$ cat config.mk
export PLATFORM = sky130hd
export DESIGN_NAME = mem_arbiter
export DESIGN_NICKNAME = d
export VERILOG_FILES = /design/src/rtl/mem_arbiter.sv
export SDC_FILE = /design/constraint.sdc
export NUM_CORES = 1
export LEC_CHECK = 0
export ABC_CLOCK_PERIOD_IN_PS = 3300
export CAP_MARGIN = 30
export CORE_AREA = 2 2 116 118
export CTS_BUF_LIST = sky130_fd_sc_hd__clkbuf_16
export DETAILED_ROUTE_END_ITERATION = 10
export DIE_AREA = 0 0 118 120
export GPL_TIMING_DRIVEN = 0
export PLACE_DENSITY = 0.82
export SYNTH_ARGS = -nofsm -noshare
export SYNTH_HDL_FRONTEND = slang
export SYNTH_SLANG_ARGS = --single-unit
$ cat constraint.sdc
create_clock -name clk -period 3.3 [get_ports clk]
set_clock_uncertainty 0.15 [all_clocks]
set_input_delay 0.66 -clock clk [delete_from_list [all_inputs] [get_ports clk]]
set_output_delay 0.66 -clock clk [all_outputs]
set_load 0.02 [all_outputs]
$ cat src/rtl/mem_arbiter.sv
// Round-robin arbiter that shares one unified memory port between an instruction
// cache and a data cache, serving one latched request at a time.
module mem_arbiter #(
    parameter int ADDR_WIDTH = 32,
    parameter int DATA_WIDTH = 32
) (
    input  logic                  clk,
    input  logic                  reset,

    input  logic                  i_req,
    input  logic                  i_wen,
    input  logic [ADDR_WIDTH-1:0] i_addr,
    input  logic [DATA_WIDTH-1:0] i_wdata,
    output logic                  i_ready,
    output logic [DATA_WIDTH-1:0] i_rdata,

    input  logic                  d_req,
    input  logic                  d_wen,
    input  logic [ADDR_WIDTH-1:0] d_addr,
    input  logic [DATA_WIDTH-1:0] d_wdata,
    output logic                  d_ready,
    output logic [DATA_WIDTH-1:0] d_rdata,

    output logic                  mem_req,
    output logic                  mem_wen,
    output logic [ADDR_WIDTH-1:0] mem_addr,
    output logic [DATA_WIDTH-1:0] mem_wdata,
    input  logic [DATA_WIDTH-1:0] mem_rdata,
    input  logic                  mem_ready
);

    typedef enum logic [1:0] {
        IDLE   = 2'd0,
        BUSY_I = 2'd1,
        BUSY_D = 2'd2
    } state_t;

    localparam logic GRANT_I = 1'b0;
    localparam logic GRANT_D = 1'b1;

    state_t                state_q,      state_d;
    logic                  last_grant_q, last_grant_d;
    logic                  hold_wen_q,   hold_wen_d;
    logic [ADDR_WIDTH-1:0] hold_addr_q,  hold_addr_d;
    logic [DATA_WIDTH-1:0] hold_wdata_q, hold_wdata_d;

    logic grant_i;
    logic grant_d;
    logic busy;

    // On a tie the client that was not served last wins.
    assign grant_i = i_req && (!d_req || (last_grant_q == GRANT_D));
    assign grant_d = d_req && (!i_req || (last_grant_q == GRANT_I));

    always_comb begin
        state_d      = state_q;
        last_grant_d = last_grant_q;
        hold_wen_d   = hold_wen_q;
        hold_addr_d  = hold_addr_q;
        hold_wdata_d = hold_wdata_q;
        case (state_q)
            IDLE: begin
                if (grant_i) begin
                    state_d      = BUSY_I;
                    last_grant_d = GRANT_I;
                    hold_wen_d   = i_wen;
                    hold_addr_d  = i_addr;
                    hold_wdata_d = i_wdata;
                end else if (grant_d) begin
                    state_d      = BUSY_D;
                    last_grant_d = GRANT_D;
                    hold_wen_d   = d_wen;
                    hold_addr_d  = d_addr;
                    hold_wdata_d = d_wdata;
                end
            end
            BUSY_I, BUSY_D: begin
                if (mem_ready) begin
                    state_d = IDLE;
                end
            end
            default: state_d = IDLE;
        endcase
    end

    always_ff @(posedge clk or posedge reset) begin
        if (reset) begin
            state_q      <= IDLE;
            last_grant_q <= GRANT_D;
            hold_wen_q   <= 1'b0;
            hold_addr_q  <= '0;
            hold_wdata_q <= '0;
        end else begin
            state_q      <= state_d;
            last_grant_q <= last_grant_d;
            hold_wen_q   <= hold_wen_d;
            hold_addr_q  <= hold_addr_d;
            hold_wdata_q <= hold_wdata_d;
        end
    end

    // Memory side sees only the holding registers, and only while a transaction is open.
    assign busy      = (state_q != IDLE);
    assign mem_req   = busy;
    assign mem_wen   = busy && hold_wen_q;
    assign mem_addr  = busy ? hold_addr_q  : '0;
    assign mem_wdata = busy ? hold_wdata_q : '0;

    assign i_ready = (state_q == BUSY_I) && mem_ready;
    assign d_ready = (state_q == BUSY_D) && mem_ready;
    assign i_rdata = i_ready ? mem_rdata : '0;
    assign d_rdata = d_ready ? mem_rdata : '0;

endmodule

==> metrics.cfg, run 1 <==
[job]
maxCapViolations = 0

[worst_setup_path]
crit_top_cell = clkdlybuf4s50_1
critPathMaxFanout = 10
endpoint_kind = output pin
cp.depth = 5
cp.required_ns = 2.49
regToRegStartpoint = state_q[0]
slowest_stage = clkdlybuf4s50_1
reg2reg_to = hold_addr_q[25]
worstSetupPathType = input pin to output pin
cp_slowest_stage_delay_ns = 0.60
cp_top_family = buffers and inverters
rr_worst_depth = 7
start_kind = input pin
critPathArrivalTime_ns = 2.43
worstPathCellList = clkdlybuf4s50_1 -> clkbuf_4 -> clkbuf_2 -> and3_1 -> clkdlybuf4s50_1
crit_buf_inv = 4
rrSetupSlack_ns = 1.35

[logic_synthesis]
yosysTopAreaCell = dfrtp_1
synth_seq_cells = 68
ys_seq_area_share_pct = 39.8
syn-cell-area_mm2 = 0.00428
ys_types = 26
syn_nets = 714
yosysWarnings = 0
synth.area.top_cells = dfrtp_1 (39%), a31oi_1 (9.7%), nor2b_1 (9.5%)
synth_area_per_cell_um2 = 7.86
synthCells = 544
synth_top_area_share_pct = 39.2

[clock_network]
tritoncts = yes
cts_buffers = 9
clock_latency_ns = 0.33
cts_root_buf = clkbuf_16
clk_pin_slew_ns = 0.05
clkSinkCount = 68
post_cts_buffers = 0
clockBufferDepth = 2
ctsHoldBuffers = 0
cts.htree.levels = 3

[die]
dieHeight_um = 120
io_pins = 299
initial_core_util_pct = 33.0
row_count = 42
die_x_um = 118
die-area_mm2 = 0.0142
core_area_mm2 = 0.0130

[timing]
fin_setup_tns_ns = 0
relSlewSlack_pct = 42.3
setup_slack_ns = 0.0609
finalMaxSlewViolations = 0
fmax_ghz = 0.309
setup_viol = 0
hold_violations = 0
timing.final.crit_period_ns = 3.24
period_share_pct = 98.2
worst_pin_slew_ns = 0.866

[min_path]
hp-start = hold_wdata_q[23]
min_path_type = register to register
min_to = hold_wdata_q[23]
holdPathStages = 2

[grt]
overflow = 0
grt_max_degree = 69
grt_antenna_before_repair = 1
first_global_vias = 5164
track_usage_pct = 24.4
grt_pass1_wl_mm = 27.2

[placement]
gp_congestion = 0.882
port_buffers = 297
hpwl_mm = 13.9
dpl_worst_slack_ns = -0.261
dp.cells = 1017

[pwr]
combPwrFrac_pct = 63.5
power.share.clock_pct = 13.2
sequentialPowerShare_pct = 23.3
p_switching_mw = 2.70
p_int_mw = 3.55
p_per_area_mw_per_mm2 = 805
ir_drop_uv = 351
p_sw_share_pct = 43.2
total_power_mw = 6.26
p_leak_nw = 3.46

[routing]
drt.antenna.violating_nets = 0
num_vias = 5331
drt_iter0_drc = 180
drt_pass1_iterations = 5
wl_per_cell_um = 17.2
drcViolationCount = 0
routed_via_density = 5.16
drt_wl_total_mm = 17.7

[layout]
n_fill_cell = 1202
areaGrowthSynthToFinish_pct = 81.6
final_common_cell = clkdlybuf4s50_1
finalNetCount = 1022
drive_gt1_share_pct = 6.19
fin_cells = 1033
layout_common_cells = clkdlybuf4s50_1 (279), dfrtp_1 (67), nor2_1 (66), a31oi_1 (66)

[status]
status = completed

## worst min-delay path, cell delays in order, from the launching register on
cell	delay, ns
dfrtp_1	0.33
nor2_1	0.04
a31oi_1	0.12
## routing by layer
| metal | vias to the layer above | GRT usage (%) | wire (um) |
|---|---|---|---|
| li1 | 2536 | - | - |
| met1 | 2510 | 26.7 | 6650 |
| met2 | 243 | 44.5 | 9280 |
| met3 | 42 | 4.80 | 1170 |
| met4 | 0 | 12.7 | 644 |
| met5 | - | 0 | 0 |
## kinds of logic (layout without fill, tap and decap cells)
family / after synthesis / in the layout / share of synthesized area [%]
compound gates: 137 / 137 / 18.2
buf+inv: 69 / 381 / 7.84
simple gates: 267 / 267 / 33.3
other cells: 0 / 1 / 0
fa+ha+maj: 3 / 3 / 0.878
flops: 68 / 68 / 39.8
## flip-flops by register name, indices dropped and copies added (netlist names)
name / flops
hold_addr_q: 32
hold_wen_q: 1
state_q: 2
hold_wdata_q: 32
last_grant_q: 1
## cell usage after synthesis, drive strengths merged
cell type / instances
inv: 5
a31oi: 66
o21a: 1
o21ai: 67
dfstp: 1
and2b: 1
a21boi: 1
a21oi: 1
nand4: 1
nand3: 65
buf: 32
nand2b: 2
nor2b: 65
a32o: 1
dfrtp: 67
nand2: 1
nor2: 66
and2: 2
clkbuf: 32
and3: 64
ha: 3
## layout make-up
cell class                      count  area (um2)  share of cell area, %
Timing Repair Buffer              297        3010                   38.7
Clock inverter                      6        25.0                  0.322
Inverter                            5        21.3                  0.274
Antenna cell                        1        2.50                 0.0322
Tap cell                          176         220                   2.83
Clock buffer                        9         225                   2.90
Sequential cell                    68        1700                   21.9
Buffer                             64         325                   4.19
Multi-Input combinational cell    407        2240                   28.8
## through the flow
stage | hold slack [ns] | utilization (%) | instance area (um2)
final | 0.387 | 59.9 | 7770
after global routing | 0.405 | 59.9 | 7770
after CTS | 0.391 | 59.5 | 7730
after detailed placement | 0.380 | 57.6 | 7470
after global placement | 0.369 | 57.6 | 7470
after floorplan | 0.344 | - | 4280
## power groups by stage
stage	Sequential [mW]	Combinational (mW)	Clock (mW)
2_1_floorplan	1.41	2.24	0
3_3_place_gp	1.45	3.95	0
3_5_place_dp	1.47	3.99	0
4_1_cts	1.46	4.00	0.841
5_1_grt	1.50	4.26	0.873
6_report	1.46	3.97	0.828
## worst max-delay path by stage
| stage | from | endpoint | slack [ns] |
|---|---|---|---|
| 2_1_floorplan | reset | hold_addr_q[0] | 0.78 |
| 3_3_place_gp | reset | hold_addr_q[15] | -0.46 |
| 3_5_place_dp | mem_ready | d_rdata[14] | -0.26 |
| 4_1_cts | mem_ready | d_rdata[20] | 0.02 |
| 5_1_grt | mem_ready | d_rdata[16] | -0.004 |
| 6_report | mem_ready | d_rdata[20] | 0.06 |
## timing repair
action,4_1_cts,5_1_grt
cloned,0,0
endpoints found under the setup margin,40,38
gates resized for setup,8,18
No activity file was read; power rests on OpenSTA's default activity.
==> run 2, diff against run 1 <==
--- a/config.mk
+++ b/config.mk
@@ -5,14 +5,15 @@
 export SDC_FILE = /design/constraint.sdc
 export NUM_CORES = 1
 export LEC_CHECK = 0
-export ABC_CLOCK_PERIOD_IN_PS = 3300
+export ABC_CLOCK_PERIOD_IN_PS = 2900
 export CAP_MARGIN = 30
 export CORE_AREA = 2 2 116 118
 export CTS_BUF_LIST = sky130_fd_sc_hd__clkbuf_16
 export DETAILED_ROUTE_END_ITERATION = 10
 export DIE_AREA = 0 0 118 120
+export DONT_BUFFER_PORTS = 1
 export GPL_TIMING_DRIVEN = 0
-export PLACE_DENSITY = 0.82
+export PLACE_DENSITY = 0.54
 export SYNTH_ARGS = -nofsm -noshare
 export SYNTH_HDL_FRONTEND = slang
 export SYNTH_SLANG_ARGS = --single-unit
==> constraint.sdc (replaced) <==
create_clock -name clk -period 2.9 [get_ports clk]
set_clock_uncertainty 0.15 [all_clocks]
set_input_delay 0.58 -clock clk [delete_from_list [all_inputs] [get_ports clk]]
set_output_delay 0.58 -clock clk [all_outputs]
set_load 0.02 [all_outputs]
==> run 2 against run 1 <==
  * Global-route usage shrank 3.0 points
  * Setup slack gained 0.20 ns
  * Sequential share of layout area grew 13 points
  * Non-clock buffer count shrank 297
  * Clock-buffer cell count is the same
  * Sequential power grew 14%
  * Die area is the same
  * Total power shrank 5.1%
  * Cell count shrank 29%
  * Register-to-register slack lost 0.34 ns
  * Routed wire length shrank 12%
  * Cell area shrank 38%
==> metrics.cfg, run 2 (synthesis results as in run 1) <==
[grt]
first_global_vias = 4262
overflow = 0
track_usage_pct = 21.3
grt_max_degree = 69
grt_pass1_wl_mm = 23.6
grt_antenna_before_repair = 0

[die]
die_x_um = 118
initial_core_util_pct = 33.0
core_area_mm2 = 0.0130
dieHeight_um = 120
io_pins = 299
die-area_mm2 = 0.0142
row_count = 42

[timing]
hold_violations = 0
fmax_ghz = 0.379
period_share_pct = 91.0
relSlewSlack_pct = 40.8
whs_ns = 0.177
worst_pin_slew_ns = 0.888
timing.final.crit_period_ns = 2.64
setup_viol = 0
rsz0062_at_grt = no
finalMaxSlewViolations = 0

[worst_setup_path]
worstSetupPathType = register to output pin
cp_slowest_stage_delay_ns = 0.49
slowest_stage = nor2b_1
start_kind = register
crit_buf_inv = 3
critPathMaxFanout = 10
critPathArrivalTime_ns = 1.91
cp.required_ns = 2.17
endpoint_kind = output pin
cp_top_family = buffers and inverters
worstPathCellList = inv_1 -> ha_1 -> buf_4 -> clkbuf_1 -> nor2b_1

[clock_network]
clkSinkCount = 68
post_cts_buffers = 0
ctsHoldBuffers = 0
cts_resized = 0
tritoncts = yes
clk_pin_slew_ns = 0.05
cts_root_buf = clkbuf_16
cts.htree.levels = 3
clockBufferDepth = 2
clock_latency_ns = 0.32
cts_buffers = 9

[pwr]
total_power_mw = 5.94
p_leak_nw = 2.07
ir_drop_uv = 397
p_per_area_mw_per_mm2 = 1230

[layout]
areaGrowthSynthToFinish_pct = 12.4
n_antenna_cell = 0
layout_common_cells = dfrtp_1 (67), nor2_1 (66), a31oi_1 (66)
finalNetCount = 725
largestRegisters = hold_addr_q: 32 flops, hold_wdata_q: 32 flops, state_q: 2 flops
final_common_cell = dfrtp_1
drive_gt1_share_pct = 8.93
fin_cells = 736

[job]
maxCapViolations = 0

[placement]
hpwl_mm = 12.0
gp_congestion = 0.818
port_buffers = 0
dp.cells = 720

[routing]
num_vias = 4262
drt_pass1_iterations = 5
drt.antenna.violating_nets = 0
drt_wl_total_mm = 15.7
drt_iter0_drc = 165
wl_per_cell_um = 21.3
drcViolationCount = 0
routed_via_density = 5.79

[min_path]
min_path_type = input pin to asynchronous set/reset pin

[status]
status = completed

run 2: cell types whose count changed in the layout (fill, tap and decap cells not counted), moves of 2 or more:
cell / delta
clkbuf_2: -4
clkbuf_1: +6
bufinv_16: +2
dlymetal6s2s_1: -15
clkdlybuf4s50_1: -279
dlygate4sd2_1: -3
run 2: cell type report:
| type | count | area [um2] |
|---|---|---|
| Buffer | 64 | 317 |
| Tap cell | 176 | 220 |
| Multi-Input combinational cell | 407 | 2240 |
| Sequential cell | 68 | 1700 |
| Clock inverter | 7 | 83.8 |
| Inverter | 5 | 21.3 |
| Clock buffer | 9 | 225 |
| Fill cell | 1382 | 8170 |
run 2: worst paths after layout:
check / from / end / slack (ns) / cells past startpoint
max: state_q[0] / mem_addr[5] / 0.26 / 5
min: reset / hold_wdata_q[29] / 0.18 / 1
max reg2reg: state_q[0] / hold_addr_q[15] / 1.01 / 7
min reg2reg: hold_addr_q[6] / hold_addr_q[6] / 0.39 / 2
max in group asynchronous: reset / hold_wdata_q[1] / 1.85 / 1
min in group clk: d_req / state_q[1] / 0.25 / 2
run 2: report_power, final:
| group | switching [mW] | leakage (nW) | internal, mW |
|---|---|---|---|
| sequential | 0.223 | 0.767 | 1.44 |
| combinational | 2.27 | 1.15 | 0.859 |
| clock | 0.410 | 0.155 | 0.742 |
run 2: per-layer routing:
metal | track usage, % | up-vias | wire [um]
li1 | - | 1938 | -
met1 | 24.2 | 2070 | 6100
met2 | 38.1 | 229 | 8150
met3 | 5.75 | 25 | 1040
met4 | 8.13 | 0 | 378
met5 | 0 | - | 0
run 2: worst register-to-register path: cells and delay by family, from the launching register on:
kind | cells | cell delay [ns]
adder cells (fa/ha/maj) | 1 | 0.15
flip-flops | 1 | 0.40
AND/OR/NAND/NOR | 1 | 0.09
AO/OA/AOI/OAI | 2 | 0.33
buffers and inverters | 3 | 0.70
run 2: through the flow:
stage	utilization, %	TNS [ns]	worst slack, ns	area (um2)
CTS	37.1	0	0.258	4810
global placement	34.7	-28.74	-0.432	4500
detailed placement	34.7	0	0.617	4500
finish	37.1	0	0.262	4810
floorplan	-	0	0.460	4280
global route	37.1	0	0.173	4810
==> run 3, diff against run 2 <==
--- a/config.mk
+++ b/config.mk
@@ -5,7 +5,7 @@
 export SDC_FILE = /design/constraint.sdc
 export NUM_CORES = 1
 export LEC_CHECK = 0
-export ABC_CLOCK_PERIOD_IN_PS = 2900
+export ABC_CLOCK_PERIOD_IN_PS = 2300
 export CAP_MARGIN = 30
 export CORE_AREA = 2 2 116 118
 export CTS_BUF_LIST = sky130_fd_sc_hd__clkbuf_16
==> constraint.sdc (replaced) <==
create_clock -name clk -period 2.3 [get_ports clk]
set_clock_uncertainty 0.15 [all_clocks]
set_input_delay 0.46 -clock clk [delete_from_list [all_inputs] [get_ports clk]]
set_output_delay 0.46 -clock clk [all_outputs]
set_load 0.02 [all_outputs]
==> run 3 against run 2 <==
  * The flow now finishes with violations (negative setup slack)
  * Sequential share of layout area decreased by 2.9 points
  * Routed wire length shrank 0.38%
  * Sequential cell count is the same
  * Combinational power up 55%
  * Sequential power grew 31%
  * Critical endpoint is now mem_addr[3]
  * Largest power group unchanged
==> metrics.cfg, run 3 (synthesis results as in run 1) <==
[status]
status = finished with violations
violations = negative setup slack

[routing]
drt_iter0_drc = 185
drcViolationCount = 0
routed_via_density = 5.72
wl_per_cell_um = 21.1
drt.antenna.violating_nets = 0
drt_wl_total_mm = 15.6
drt_pass1_iterations = 4
num_vias = 4221

[timing]
setup_slack_ns = -0.00944
rsz0062_at_grt = yes
timing.final.crit_period_ns = 2.31
whs_ns = 0.138
fmax_ghz = 0.433
hold_violations = 0
finalMaxSlewViolations = 0
setup_viol = 8
period_share_pct = 100
worst_pin_slew_ns = 0.727
relSlewSlack_pct = 51.4

[die]
row_count = 42
die-area_mm2 = 0.0142
die_x_um = 118
io_pins = 299
core_area_mm2 = 0.0130
initial_core_util_pct = 33.0
dieHeight_um = 120

[layout]
layout_common_cells = dfrtp_1 (67), nor2_1 (66), a31oi_1 (66)
largestRegisters = hold_addr_q: 32 flops, hold_wdata_q: 32 flops, state_q: 2 flops
n_antenna_cell = 0
fin_area_mm2 = 0.00524
final_common_cell = dfrtp_1
fin_cells = 738
fin_util_pct = 40.4
finalNetCount = 727
areaGrowthSynthToFinish_pct = 22.5
drive_gt1_share_pct = 23.1

[placement]
port_buffers = 0
gp_congestion = 0.836
dp.cells = 721
hpwl_mm = 11.9
placed_area_mm2 = 0.00452

[clock_network]
cts.htree.levels = 3
cts_root_buf = clkbuf_16
clock_latency_ns = 0.32
clk_pin_slew_ns = 0.05
cts_buffers = 9
post_cts_buffers = 0
tritoncts = yes
clockBufferDepth = 2
clkSinkCount = 68

[worst_setup_path]
critPathArrivalTime_ns = 1.70
critPathMaxFanout = 10
start_kind = register
endpoint_kind = output pin
rrSetupSlack_ns = 0.39
worstSetupPathType = register to output pin
cp.required_ns = 1.69

[job]
maxCapViolations = 0

[pwr]
p_per_area_mw_per_mm2 = 1570
p_leak_nw = 2.40
ir_drop_uv = 591

[grt]
track_usage_pct = 21.3
overflow = 0
grt_max_degree = 38
first_global_vias = 4151
grt_pass1_wl_mm = 23.7
grt_antenna_before_repair = 0

[min_path]
min_path_type = input pin to register

run 3: per-layer routing:
metal	track usage (%)	up-vias	share of wire [%]
li1	-	1949	-
met1	25.2	2021	40
met2	36.4	216	51
met3	5.56	35	6.8
met4	9.11	0	3.1
met5	0	-	0
run 3: layout make-up:
type                            count  area [um2]
Multi-Input combinational cell    407        2660
Fill cell                        1348        7740
Inverter                            5        22.5
Clock buffer                        9         225
Timing Repair Buffer                2        30.0
Sequential cell                    68        1700
Buffer                             64         350
Clock inverter                      7        27.5
Tap cell                          176         220
run 3: worst paths after layout:
check,startpoint,end,cells past startpoint
max in group asynchronous,reset,last_grant_q,3
worst max register to register,state_q[0],hold_addr_q[24],7
worst min-delay path,i_wdata[30],hold_wdata_q[30],2
worst max-delay path,state_q[0],mem_addr[3],5
min in group asynchronous,reset,hold_addr_q[20],2
worst min register to register,hold_wdata_q[23],hold_wdata_q[23],2
run 3: report_power, final:
group          leakage (nW)  internal, mW  switching [mW]
Clock                 0.136         0.704           0.491
Sequential            0.767          1.82           0.351
Combinational          1.50          1.71            3.15
run 3: critical path, stage by stage (launching register included):
cell and delay, ns:
dfrtp_1 0.38, inv_1 0.08, ha_1 0.20, buf_4 0.17
clkbuf_4 0.29, nor2b_4 0.25
run 3: timing repair:
action	CTS	global route
endpoints found under the setup margin	125	119
resized for setup	102	41
hold endpoints to repair	31	0
hold buffers	1	0
run 3: per-stage QoR:
stage | setup TNS, ns | setup WS (ns) | power [mW]
final | -0.0394 | -0.00944 | 8.22
after global routing | -1.21 | -0.0514 | 8.71
after CTS | -0.875 | -0.0996 | 7.91
after detailed placement | 0 | 0.103 | 6.08
after global placement | 0 | 0.122 | 5.99
after floorplan | 0 | 0.435 | 5.24
